### src/rtl/blink_sweep_ctrl_if.sv
// Control interface between blink_sweep_ctrl and its surroundings.
// The master modport is the controller side. The slave modport is the
// board/config side that drives buttons, mode and LED feedback and consumes
// the step pulses.
interface blink_sweep_ctrl_if #(
    parameter int unsigned FREQ_STEPS = 50,
    parameter int unsigned NUM_SWEEPS = 3
);
    logic                                auto_en_i;
    logic                                btn_up_i;
    logic                                btn_dwn_i;
    logic                                led_i;
    logic                                freq_up_o;
    logic                                freq_dwn_o;
    logic [$clog2(FREQ_STEPS+1)-1:0]     step_o;
    logic                                dir_o;
    logic [$clog2(NUM_SWEEPS+2)-1:0]     sweeps_o;
    logic                                done_o;

    modport master (
        input  auto_en_i, btn_up_i, btn_dwn_i, led_i,
        output freq_up_o, freq_dwn_o, step_o, dir_o, sweeps_o, done_o
    );

    modport slave (
        output auto_en_i, btn_up_i, btn_dwn_i, led_i,
        input  freq_up_o, freq_dwn_o, step_o, dir_o, sweeps_o, done_o
    );
endinterface

### src/rtl/blink_sweep_ctrl.sv
// blink_sweep_ctrl: step-sequencing controller for blink_led.
// Auto mode counts LED rising edges and sweeps the step pointer
// MIN->MAX->MIN for NUM_SWEEPS sweeps (0 = forever). Manual mode turns
// push-button edges into single step pulses.
// Optional feature macro: BLINK_SWEEP_DEBOUNCE_EN adds a counter debouncer
// (DEBOUNCE_CYCLES) behind each button synchronizer.
module blink_sweep_ctrl #(
    parameter int unsigned FREQ_STEPS      = 50,
    parameter int unsigned PULSES_PER_STEP = 2,
    parameter int unsigned NUM_SWEEPS      = 3,
    parameter int unsigned DEBOUNCE_CYCLES = 500000
) (
    input  logic                  clk_i,
    input  logic                  arstn_i,
    blink_sweep_ctrl_if.master    bus
);

    localparam int unsigned SW = $clog2(FREQ_STEPS + 1);
    localparam int unsigned CW = $clog2(NUM_SWEEPS + 2);
    localparam int unsigned PW = $clog2(PULSES_PER_STEP + 1);

    localparam logic [SW-1:0] STEP_MAX   = SW'(FREQ_STEPS);
    localparam logic [PW-1:0] PCNT_LAST  = PW'(PULSES_PER_STEP - 1);
    localparam logic [CW-1:0] SWEEP_GOAL = CW'(NUM_SWEEPS);

    if (FREQ_STEPS < 1 || PULSES_PER_STEP < 1 || DEBOUNCE_CYCLES < 1) begin : g_param_check
        $error("blink_sweep_ctrl: FREQ_STEPS, PULSES_PER_STEP and DEBOUNCE_CYCLES must be >= 1");
    end

    typedef enum logic [1:0] {
        IDLE,
        WAIT_RISE,
        STEP,
        DONE
    } state_t;

    state_t r_state;
    state_t w_state_nxt;

    // Bit order in the input pipeline: [2] = btn_dwn, [1] = btn_up, [0] = led.
    logic [2:0]    r_sync1;
    logic [2:0]    r_sync2;
    logic [1:0]    w_btn_lvl;
    logic [2:0]    w_lvl;
    logic [2:0]    r_prev;
    logic [2:0]    r_edge;

    logic          r_freq_up;
    logic          r_freq_dwn;
    logic [SW-1:0] r_step;
    logic          r_dir;
    logic [CW-1:0] r_sweeps;
    logic          r_done;
    logic [PW-1:0] r_pcnt;

    logic          w_freq_up_nxt;
    logic          w_freq_dwn_nxt;
    logic [SW-1:0] w_step_nxt;
    logic          w_dir_nxt;
    logic [CW-1:0] w_sweeps_nxt;
    logic          w_done_nxt;
    logic [PW-1:0] w_pcnt_nxt;

    logic          w_led_edge;
    logic          w_up_edge;
    logic          w_dwn_edge;
    logic          w_pulse_last;
    logic          w_at_max;
    logic          w_at_min;
    logic          w_dir_eff;
    logic [SW-1:0] w_step_new;
    logic          w_turn_down;
    logic          w_turn_up;
    logic          w_dir_new;
    logic [CW-1:0] w_sweeps_inc;
    logic [CW-1:0] w_sweeps_new;
    logic          w_done_hit;

    // Two-flop synchronizers for the asynchronous LED and button inputs
    always_ff @(posedge clk_i or negedge arstn_i) begin
        if (!arstn_i) begin
            r_sync1 <= '0;
            r_sync2 <= '0;
        end else begin
            r_sync1 <= {bus.btn_dwn_i, bus.btn_up_i, bus.led_i};
            r_sync2 <= r_sync1;
        end
    end

`ifdef BLINK_SWEEP_DEBOUNCE_EN
    localparam int unsigned DW = $clog2(DEBOUNCE_CYCLES + 1);
    localparam logic [DW-1:0] DB_LAST = DW'(DEBOUNCE_CYCLES - 1);

    logic [1:0][DW-1:0] r_db_cnt;
    logic [1:0]         r_db_lvl;

    // Button level follows the synced input only after it has differed for DEBOUNCE_CYCLES cycles
    always_ff @(posedge clk_i or negedge arstn_i) begin
        if (!arstn_i) begin
            r_db_cnt <= '0;
            r_db_lvl <= '0;
        end else begin
            for (int unsigned i = 0; i < 2; i++) begin
                if (r_sync2[i+1] != r_db_lvl[i]) begin
                    if (r_db_cnt[i] == DB_LAST) begin
                        r_db_lvl[i] <= r_sync2[i+1];
                        r_db_cnt[i] <= '0;
                    end else begin
                        r_db_cnt[i] <= r_db_cnt[i] + 1'b1;
                    end
                end else begin
                    r_db_cnt[i] <= '0;
                end
            end
        end
    end

    assign w_btn_lvl = r_db_lvl;
`else
    assign w_btn_lvl = r_sync2[2:1];
`endif

    assign w_lvl = {w_btn_lvl, r_sync2[0]};

    // Registered rising-edge detectors; the extra stage sets the 4-cycle LED-to-pulse latency
    always_ff @(posedge clk_i or negedge arstn_i) begin
        if (!arstn_i) begin
            r_prev <= '0;
            r_edge <= '0;
        end else begin
            r_prev <= w_lvl;
            r_edge <= w_lvl & ~r_prev;
        end
    end

    assign w_led_edge   = r_edge[0];
    assign w_up_edge    = r_edge[1];
    assign w_dwn_edge   = r_edge[2];
    assign w_pulse_last = r_freq_up | r_freq_dwn;

    // Auto-step arithmetic. If manual moves left the pointer at a limit with
    // the direction still pointing outward, turn around instead of wrapping.
    assign w_at_max     = (r_step == STEP_MAX);
    assign w_at_min     = (r_step == '0);
    assign w_dir_eff    = r_dir ? !w_at_min : w_at_max;
    assign w_step_new   = w_dir_eff ? (r_step - 1'b1) : (r_step + 1'b1);
    assign w_turn_down  = !w_dir_eff && (w_step_new == STEP_MAX);
    assign w_turn_up    = w_dir_eff && (w_step_new == '0);
    assign w_dir_new    = w_turn_down ? 1'b1 : (w_turn_up ? 1'b0 : w_dir_eff);
    assign w_sweeps_inc = (r_sweeps == '1) ? r_sweeps : (r_sweeps + 1'b1);
    assign w_sweeps_new = w_turn_up ? w_sweeps_inc : r_sweeps;
    assign w_done_hit   = (NUM_SWEEPS != 0) && (w_sweeps_new == SWEEP_GOAL);

    // FSM state register
    always_ff @(posedge clk_i or negedge arstn_i) begin
        if (!arstn_i) begin
            r_state <= IDLE;
        end else begin
            r_state <= w_state_nxt;
        end
    end

    // FSM next-state logic
    always_comb begin
        w_state_nxt = r_state;
        unique case (r_state)
            IDLE: begin
                if (bus.auto_en_i) begin
                    w_state_nxt = WAIT_RISE;
                end
            end
            WAIT_RISE: begin
                if (!bus.auto_en_i) begin
                    w_state_nxt = IDLE;
                end else if (w_led_edge && (r_pcnt == PCNT_LAST)) begin
                    w_state_nxt = STEP;
                end
            end
            STEP: begin
                // Reaching the sweep goal wins over a simultaneous disable so
                // sweeps_o is always cleared through DONE.
                if (w_done_hit) begin
                    w_state_nxt = DONE;
                end else if (!bus.auto_en_i) begin
                    w_state_nxt = IDLE;
                end else begin
                    w_state_nxt = WAIT_RISE;
                end
            end
            DONE: begin
                if (!bus.auto_en_i) begin
                    w_state_nxt = IDLE;
                end
            end
            default: w_state_nxt = IDLE;
        endcase
    end

    // FSM output logic: next values for the registered outputs and pulse counter
    always_comb begin
        w_freq_up_nxt  = 1'b0;
        w_freq_dwn_nxt = 1'b0;
        w_step_nxt     = r_step;
        w_dir_nxt      = r_dir;
        w_sweeps_nxt   = r_sweeps;
        w_pcnt_nxt     = r_pcnt;
        w_done_nxt     = (w_state_nxt == DONE);
        unique case (r_state)
            IDLE: begin
                w_pcnt_nxt = '0;
                // Simultaneous edges cancel; an edge right after any pulse is dropped
                if (!bus.auto_en_i && !w_pulse_last && (w_up_edge != w_dwn_edge)) begin
                    if (w_up_edge && !w_at_max) begin
                        w_freq_up_nxt = 1'b1;
                        w_step_nxt    = r_step + 1'b1;
                    end else if (w_dwn_edge && !w_at_min) begin
                        w_freq_dwn_nxt = 1'b1;
                        w_step_nxt     = r_step - 1'b1;
                    end
                end
            end
            WAIT_RISE: begin
                if (!bus.auto_en_i) begin
                    w_pcnt_nxt = '0;
                end else if (w_led_edge) begin
                    w_pcnt_nxt = (r_pcnt == PCNT_LAST) ? '0 : (r_pcnt + 1'b1);
                end
            end
            STEP: begin
                w_freq_up_nxt  = !w_dir_eff;
                w_freq_dwn_nxt = w_dir_eff;
                w_step_nxt     = w_step_new;
                w_dir_nxt      = w_dir_new;
                w_sweeps_nxt   = w_sweeps_new;
                w_pcnt_nxt     = '0;
            end
            DONE: begin
                if (!bus.auto_en_i) begin
                    w_sweeps_nxt = '0;
                end
            end
            default: ;
        endcase
    end

    // Output and pulse-counter registers
    always_ff @(posedge clk_i or negedge arstn_i) begin
        if (!arstn_i) begin
            r_freq_up  <= 1'b0;
            r_freq_dwn <= 1'b0;
            r_step     <= '0;
            r_dir      <= 1'b0;
            r_sweeps   <= '0;
            r_done     <= 1'b0;
            r_pcnt     <= '0;
        end else begin
            r_freq_up  <= w_freq_up_nxt;
            r_freq_dwn <= w_freq_dwn_nxt;
            r_step     <= w_step_nxt;
            r_dir      <= w_dir_nxt;
            r_sweeps   <= w_sweeps_nxt;
            r_done     <= w_done_nxt;
            r_pcnt     <= w_pcnt_nxt;
        end
    end

    assign bus.freq_up_o  = r_freq_up;
    assign bus.freq_dwn_o = r_freq_dwn;
    assign bus.step_o     = r_step;
    assign bus.dir_o      = r_dir;
    assign bus.sweeps_o   = r_sweeps;
    assign bus.done_o     = r_done;

endmodule
### src/flat_wrapper.sv
// flat-port wrapper written by rule: the top's interface ports become plain ports
module blink_sweep_ctrl_flat 
#(
    parameter int unsigned FREQ_STEPS      = 50,
    parameter int unsigned PULSES_PER_STEP = 2,
    parameter int unsigned NUM_SWEEPS      = 3,
    parameter int unsigned DEBOUNCE_CYCLES = 500000
)
  (clk_i, arstn_i, bus_auto_en_i, bus_btn_up_i, bus_btn_dwn_i, bus_led_i, bus_freq_up_o, bus_freq_dwn_o, bus_step_o, bus_dir_o, bus_sweeps_o, bus_done_o);
  blink_sweep_ctrl_if #(.FREQ_STEPS(FREQ_STEPS), .NUM_SWEEPS(NUM_SWEEPS)) bus_i ();
  input  logic clk_i;
  input  logic arstn_i;
  input wire logic [$bits(bus_i.auto_en_i)-1:0] bus_auto_en_i;
  input wire logic [$bits(bus_i.btn_up_i)-1:0] bus_btn_up_i;
  input wire logic [$bits(bus_i.btn_dwn_i)-1:0] bus_btn_dwn_i;
  input wire logic [$bits(bus_i.led_i)-1:0] bus_led_i;
  output wire logic [$bits(bus_i.freq_up_o)-1:0] bus_freq_up_o;
  output wire logic [$bits(bus_i.freq_dwn_o)-1:0] bus_freq_dwn_o;
  output wire logic [$bits(bus_i.step_o)-1:0] bus_step_o;
  output wire logic [$bits(bus_i.dir_o)-1:0] bus_dir_o;
  output wire logic [$bits(bus_i.sweeps_o)-1:0] bus_sweeps_o;
  output wire logic [$bits(bus_i.done_o)-1:0] bus_done_o;
  assign bus_i.auto_en_i = bus_auto_en_i;
  assign bus_i.btn_up_i = bus_btn_up_i;
  assign bus_i.btn_dwn_i = bus_btn_dwn_i;
  assign bus_i.led_i = bus_led_i;
  assign bus_freq_up_o = bus_i.freq_up_o;
  assign bus_freq_dwn_o = bus_i.freq_dwn_o;
  assign bus_step_o = bus_i.step_o;
  assign bus_dir_o = bus_i.dir_o;
  assign bus_sweeps_o = bus_i.sweeps_o;
  assign bus_done_o = bus_i.done_o;
  blink_sweep_ctrl #(.FREQ_STEPS(FREQ_STEPS), .PULSES_PER_STEP(PULSES_PER_STEP), .NUM_SWEEPS(NUM_SWEEPS), .DEBOUNCE_CYCLES(DEBOUNCE_CYCLES)) u_core (.clk_i(clk_i), .arstn_i(arstn_i), .bus(bus_i));
endmodule
### config.mk
export PLATFORM = sky130hd
export DESIGN_NAME = blink_sweep_ctrl_flat
export DESIGN_NICKNAME = d
export VERILOG_FILES = /design/src/rtl/blink_sweep_ctrl_if.sv /design/src/rtl/blink_sweep_ctrl.sv /design/src/flat_wrapper.sv
export SDC_FILE = /design/constraint.sdc
export NUM_CORES = 1
export LEC_CHECK = 0
export CAP_MARGIN = 20
export CORE_ASPECT_RATIO = 1.5
export CORE_MARGIN = 1
export CORE_UTILIZATION = 35
export DETAILED_ROUTE_END_ITERATION = 10
export PLACE_DENSITY_LB_ADDON = 0.15
export SYNTH_ARGS = -nofsm -noshare
export SYNTH_HDL_FRONTEND = slang
export SYNTH_SLANG_ARGS = --single-unit
### constraint.sdc
create_clock -name clk_i -period 7.05 [get_ports clk_i]
set_input_delay 1.41 -clock clk_i [delete_from_list [all_inputs] [get_ports clk_i]]
set_output_delay 1.41 -clock clk_i [all_outputs]
set_load 0.01 [all_outputs]
==> metrics.cfg, run 1 <==
[global_route]
grt_pass1_vias=1220
grt_pass1_wl_um=5460
antenna_found_initial=0
grt.overflow.total=0
track_usage=0.150
grt_max_degree=30

[timing]
worst_hold_slack_ns=0.348
worstMarginPinSlew_ns=0.682
clock.fmax_mhz=322
final.period_utilization=0.440
finalClockSkew_ns=0.00545
setup_viol=0
layout_setup_ws_ns=3.95
drv_slew=0
rsz0062_at_grt=false
period_minus_slack_ns=3.10
final-hold-violation-count=0
max-slew-margin-rel=0.541
tns_ns=0

[floorplan]
rows=29
core_area_mm2=0.00428
dieArea_mm2=0.00478
start_util=0.368
io_pins=19
die_y_um=84.2
die_w_um=56.8

[placed_design]
place_ws_ns=3.65
place_congestion=0.813
port_buffers=18
hpwlAfterDp_um=2430
dp_cells=214
place_area_mm2=0.00178

[cells_and_area]
drive_gt1_frac=0.108
syn_to_final_growth_pct=19.4
finalNetCount=186
multi_input_area_um2=777
fillers=416
stdcell_count=222
n_antenna_cell=0
final_util=0.440
seq_area_um2=726
final_cell_area_mm2=0.00188

[hold_path]
hold_class=flip-flop to flip-flop

[critical_path]
cp_slowest_cell=or4_1
required_ns=7.25
setup.worst_path.end_class=flip-flop
critPathKind=input port to flip-flop
crit_fanout=6
arrival_ns=3.30
crit_chain=clkdlybuf4s50_1 -> or4_1 -> nor3_1 -> a2bb2oi_1 -> o2bb2ai_1 -> xor2_1
critical-path-max-stage-delay_ns=0.58
start_kind=input port

[power_and_ir_drop]
irDropWorstVdd_uv=148
power_density_mw_per_mm2=304
total_power_mw=0.572
p_sw_mw=0.204
internal_power_mw=0.368
swShare=0.356
cellLeakagePower_nw=0.792
sequentialPowerShare=0.411
clkPwrFrac=0.257
pwr-share-comb=0.332

[synthesis]
syn_nets=167
synth.most_common_cell=dfrtp_1
ys_ff_latch=29
synth_edf_count=0
ys.warnings.count=0
avgSynthCellArea_um2=10.1
synth.distinct_cells=48
yosysTopAreaCell=dfrtp_1
synth_area_leaders=dfrtp_1, ha_1, nand2_1
syn_area_mm2=0.00158
synth_common_cells=dfrtp_1, nand2_1, nor2_1, inv_1
synthCells=156
synth_ff_type=dfrtp_1
ys_async_sr_fraction=1.00
seq_area_frac_synth=0.460
yosys.area.top_type_share=0.460

[clocking]
clock-sinks=29
clk_pin_slew_worst_paths_ns=0.06
cts_tree=done
ctsHoldBuffers=0
cts_resized=0
numCtsBuffers=5
clkLatencyLatePin_ns=0.28
cts_max_level=2
cts_max_path_buffers=2
root_buffer=clkbuf_8
postCtsSetupRepairBufs=0

[job]
max_cap_violations=0

[detailed_routing]
post_drt_wl_per_cell_um=14.5
viasPerCell=5.50
vias=1221
drt-initial-drc-count=33
ant_nets=0
dr.pass1.iters=7
wirelength_um=3220
drc=3

[outcome]
status=finished with violations
violations=DRC

[registers in the layout, indices dropped and copies added, names as in the netlist, 2 cells and up]
signal,count
u_core.r_state,2
u_core.r_prev,3
u_core.r_edge,3
u_core.r_sync2,3
u_core.bus.step_o,6
u_core.bus.sweeps_o,3
u_core.r_pcnt,2
u_core.r_sync1,3
[placed cells by master (no fill, tap or decap), drive strengths merged, types with 5 or more instances in the layout]
cell type	count
nor2b	6
clkdlybuf4s50	18
xnor2	6
nor2	14
nand2	15
nor3	5
clkbuf	7
o21ai	6
a21oi	5
dfrtp	29
inv	9
ha	5
[metal layers]
layer | global-route usage | routed length (um) | vias to the layer above
li1 | - | - | 588
met1 | 0.161 | 1320 | 596
met2 | 0.264 | 1690 | 25
met3 | 0.0354 | 104 | 12
met4 | 0.0887 | 107 | 0
met5 | 0 | 0 | -
[worst paths after layout]
kind	from	end	slack [ns]	cells past startpoint
worst max-delay path	bus_auto_en_i	u_core.bus.step_o[3]$_DFFE_PN0P_	3.95	6
worst min-delay path	u_core.r_sync1[1]$_DFF_PN0_	u_core.r_sync2[1]$_DFF_PN0_	0.35	0
worst max register to register	u_core.bus.step_o[0]$_DFFE_PN0P_	u_core.r_state[1]$_DFF_PN0_	4.48	8
worst min register to register	u_core.r_sync1[1]$_DFF_PN0_	u_core.r_sync2[1]$_DFF_PN0_	0.35	0
max in group asynchronous	arstn_i	u_core.r_sync2[2]$_DFF_PN0_	5.27	2
min in group asynchronous	arstn_i	u_core.bus.sweeps_o[1]$_DFFE_PN0P_	1.51	2
[critical path, delay by kind of cell]
kind | cells | cell delay, ns
buffers and inverters | 1 | 0.50
and+or+nand+nor | 2 | 0.84
AOI/OAI and AO/OA | 2 | 0.40
xor gates and xnor gates | 1 | 0.15
[logic make-up after synthesis]
| family | Yosys count | synth area share |
|---|---|---|
| multiplexers | 6 | 0.0429 |
| XOR/XNOR | 10 | 0.0556 |
| buffers and inverters | 16 | 0.0468 |
| adder cells (fa/ha/maj) | 5 | 0.0397 |
| flip-flops | 29 | 0.460 |
| AND/OR/NAND/NOR | 58 | 0.205 |
| AO/OA/AOI/OAI | 32 | 0.150 |
[layout make-up]
type | instances | share of cell area
multi-input cells | 111 | 0.413
flip-flops and latches | 29 | 0.385
inverters | 9 | 0.0179
repair buffers | 19 | 0.0997
clock buffers | 7 | 0.0512
clock inverters | 1 | 0.00266
well taps | 46 | 0.0306
[power groups by stage]
stage               Combinational (mW)  Sequential [mW]  Clock [mW]
CTS                              0.191            0.235       0.154
finish                           0.190            0.235       0.147
global placement                 0.189            0.239           0
floorplan                        0.153            0.212           0
detailed placement               0.190            0.238           0
global route                     0.206            0.240       0.161
Note: power is estimated with default switching activity, not from simulation.
==> inputs of run 2 (changes only) <==
clock period = 2.5 ns   (was 7.05 ns; I/O delays follow)
==> metrics.cfg, run 2 (same netlist as run 1, synthesis figures left out) <==
[power_and_ir_drop]
swShare=0.366
cellLeakagePower_nw=0.816
sequentialPowerShare=0.368
internal_power_mw=1.04
clkPwrFrac=0.221
power_density_mw_per_mm2=855
irDropWorstVdd_uv=343
pwr-share-comb=0.411
p_sw_mw=0.600

[timing]
rsz0062_at_grt=false
period_minus_slack_ns=2.24
worstMarginPinSlew_ns=0.659
setup_viol=0
worst_hold_slack_ns=0.352
final.period_utilization=0.898
max-slew-margin-rel=0.557
drv_slew=0
clock.fmax_mhz=446
final-hold-violation-count=0
tns_ns=0
finalClockSkew_ns=0.00399

[cells_and_area]
stdcell_count=229
syn_to_final_growth_pct=21.6
drive_gt1_frac=0.137
final_util=0.448
largest_reg_flops=6
fillers=424
layout_common_cells=dfrtp_1, clkdlybuf4s50_1, nand2_1
n_antenna_cell=0
finalNetCount=193
final_common_cell=dfrtp_1

[clocking]
cts_resized=0
clock-sinks=29
postCtsSetupRepairBufs=0
root_buffer=clkbuf_8
cts_max_path_buffers=2
numCtsBuffers=5
ctsHoldBuffers=0
cts_tree=done
cts_max_level=2
clkLatencyLatePin_ns=0.28
clk_pin_slew_worst_paths_ns=0.06

[critical_path]
arrival_ns=2.43
crit_fanout=4
start_kind=flip-flop
required_ns=2.69
critPathKind=flip-flop to flip-flop
setup.worst_path.end_class=flip-flop

[global_route]
track_usage=0.168
grt_max_degree=30
grt_pass1_vias=1347
grt_pass1_wl_um=6200
antenna_found_initial=0
grt.overflow.total=0

[detailed_routing]
post_drt_wl_per_cell_um=15.4
drt-initial-drc-count=44
ant_nets=0
maxUsedRoutingLayer=met4
drc=3
wl_met2_um=1890
drt-met1-wl_um=1430
wirelength_um=3540
dr_wl_met3_um=110
vias=1257
viasPerCell=5.49
dr.pass1.iters=8

[floorplan]
core_area_mm2=0.00428
start_util=0.368
rows=29
die_y_um=84.2
dieArea_mm2=0.00478
io_pins=19
die_w_um=56.8

[placed_design]
place_congestion=0.810
hpwlAfterDp_um=2610
dp_cells=221
port_buffers=18

[job]
max_cap_violations=0

[hold_path]
hold_class=flip-flop to flip-flop

[outcome]
violations=DRC
status=finished with violations

-- run 2: cell count changes in the layout (fill, tap and decap cells not counted) --
| cell | change |
|---|---|
| buf_4 | +7 |
| clkbuf_8 | -2 |
| clkbuf_1 | +1 |
| clkinv_2 | +1 |
-- run 2: metrics by stage --
stage | total power [mW] | worst slack [ns] | instance area [um^2]
2_1_floorplan | 1.03 | 0.210 | 1580
4_1_cts | 1.65 | 0.223 | 1920
6_report | 1.64 | 0.256 | 1920
3_3_place_gp | 1.28 | 0.105 | 1830
5_1_grt | 1.74 | 0.0628 | 1920
3_5_place_dp | 1.28 | 0.0227 | 1830
-- run 2: layout make-up --
type                       count  area (um^2)  area share
clock buffer                   6         72.6      0.0379
clock inverter                 2         10.0     0.00522
multi-input combinational    111          777       0.405
inverter                       9         33.8      0.0176
tap                           46         57.6      0.0300
sequential                    29          726       0.379
timing repair buffer          26          240       0.125
-- run 2: per-layer routing --
metal / global-route usage / vias up
li1: - / 602
met1: 0.184 / 614
met2: 0.301 / 31
met3: 0.0308 / 10
met4: 0.0953 / 0
met5: 0 / -
-- run 2: worst max-delay path, stage by stage (launching register included) --
cell,delay (ns)
dfrtp_1,0.42
inv_1,0.13
ha_1,0.18
nor3b_1,0.33
xor2_1,0.11
a21oi_1,0.18
nor4b_4,0.28
mux2_4,0.35
o22ai_1,0.18
-- run 2: path summary, 6_finish.rpt --
kind,from,to,slack [ns],cells after the start
worst max-delay path,u_core.bus.step_o[1]$_DFFE_PN0P_,u_core.bus.done_o$_DFF_PN0_,0.26,8
worst min-delay path,u_core.r_sync1[2]$_DFF_PN0_,u_core.r_sync2[2]$_DFF_PN0_,0.35,0
worst max register to register,u_core.bus.step_o[1]$_DFFE_PN0P_,u_core.bus.done_o$_DFF_PN0_,0.26,8
worst min register to register,u_core.r_sync1[2]$_DFF_PN0_,u_core.r_sync2[2]$_DFF_PN0_,0.35,0
max in group asynchronous,arstn_i,u_core.r_prev[1]$_DFF_PN0_,1.64,2
min in group asynchronous,arstn_i,u_core.bus.sweeps_o[1]$_DFFE_PN0P_,0.60,2
-- run 2: power groups by stage --
stage | clock (mW) | sequential, mW | combinational, mW
global route | 0.397 | 0.615 | 0.731
detailed placement | 0 | 0.613 | 0.668
floorplan | 0 | 0.599 | 0.432
global placement | 0 | 0.613 | 0.668
CTS | 0.380 | 0.605 | 0.670
finish | 0.362 | 0.604 | 0.674
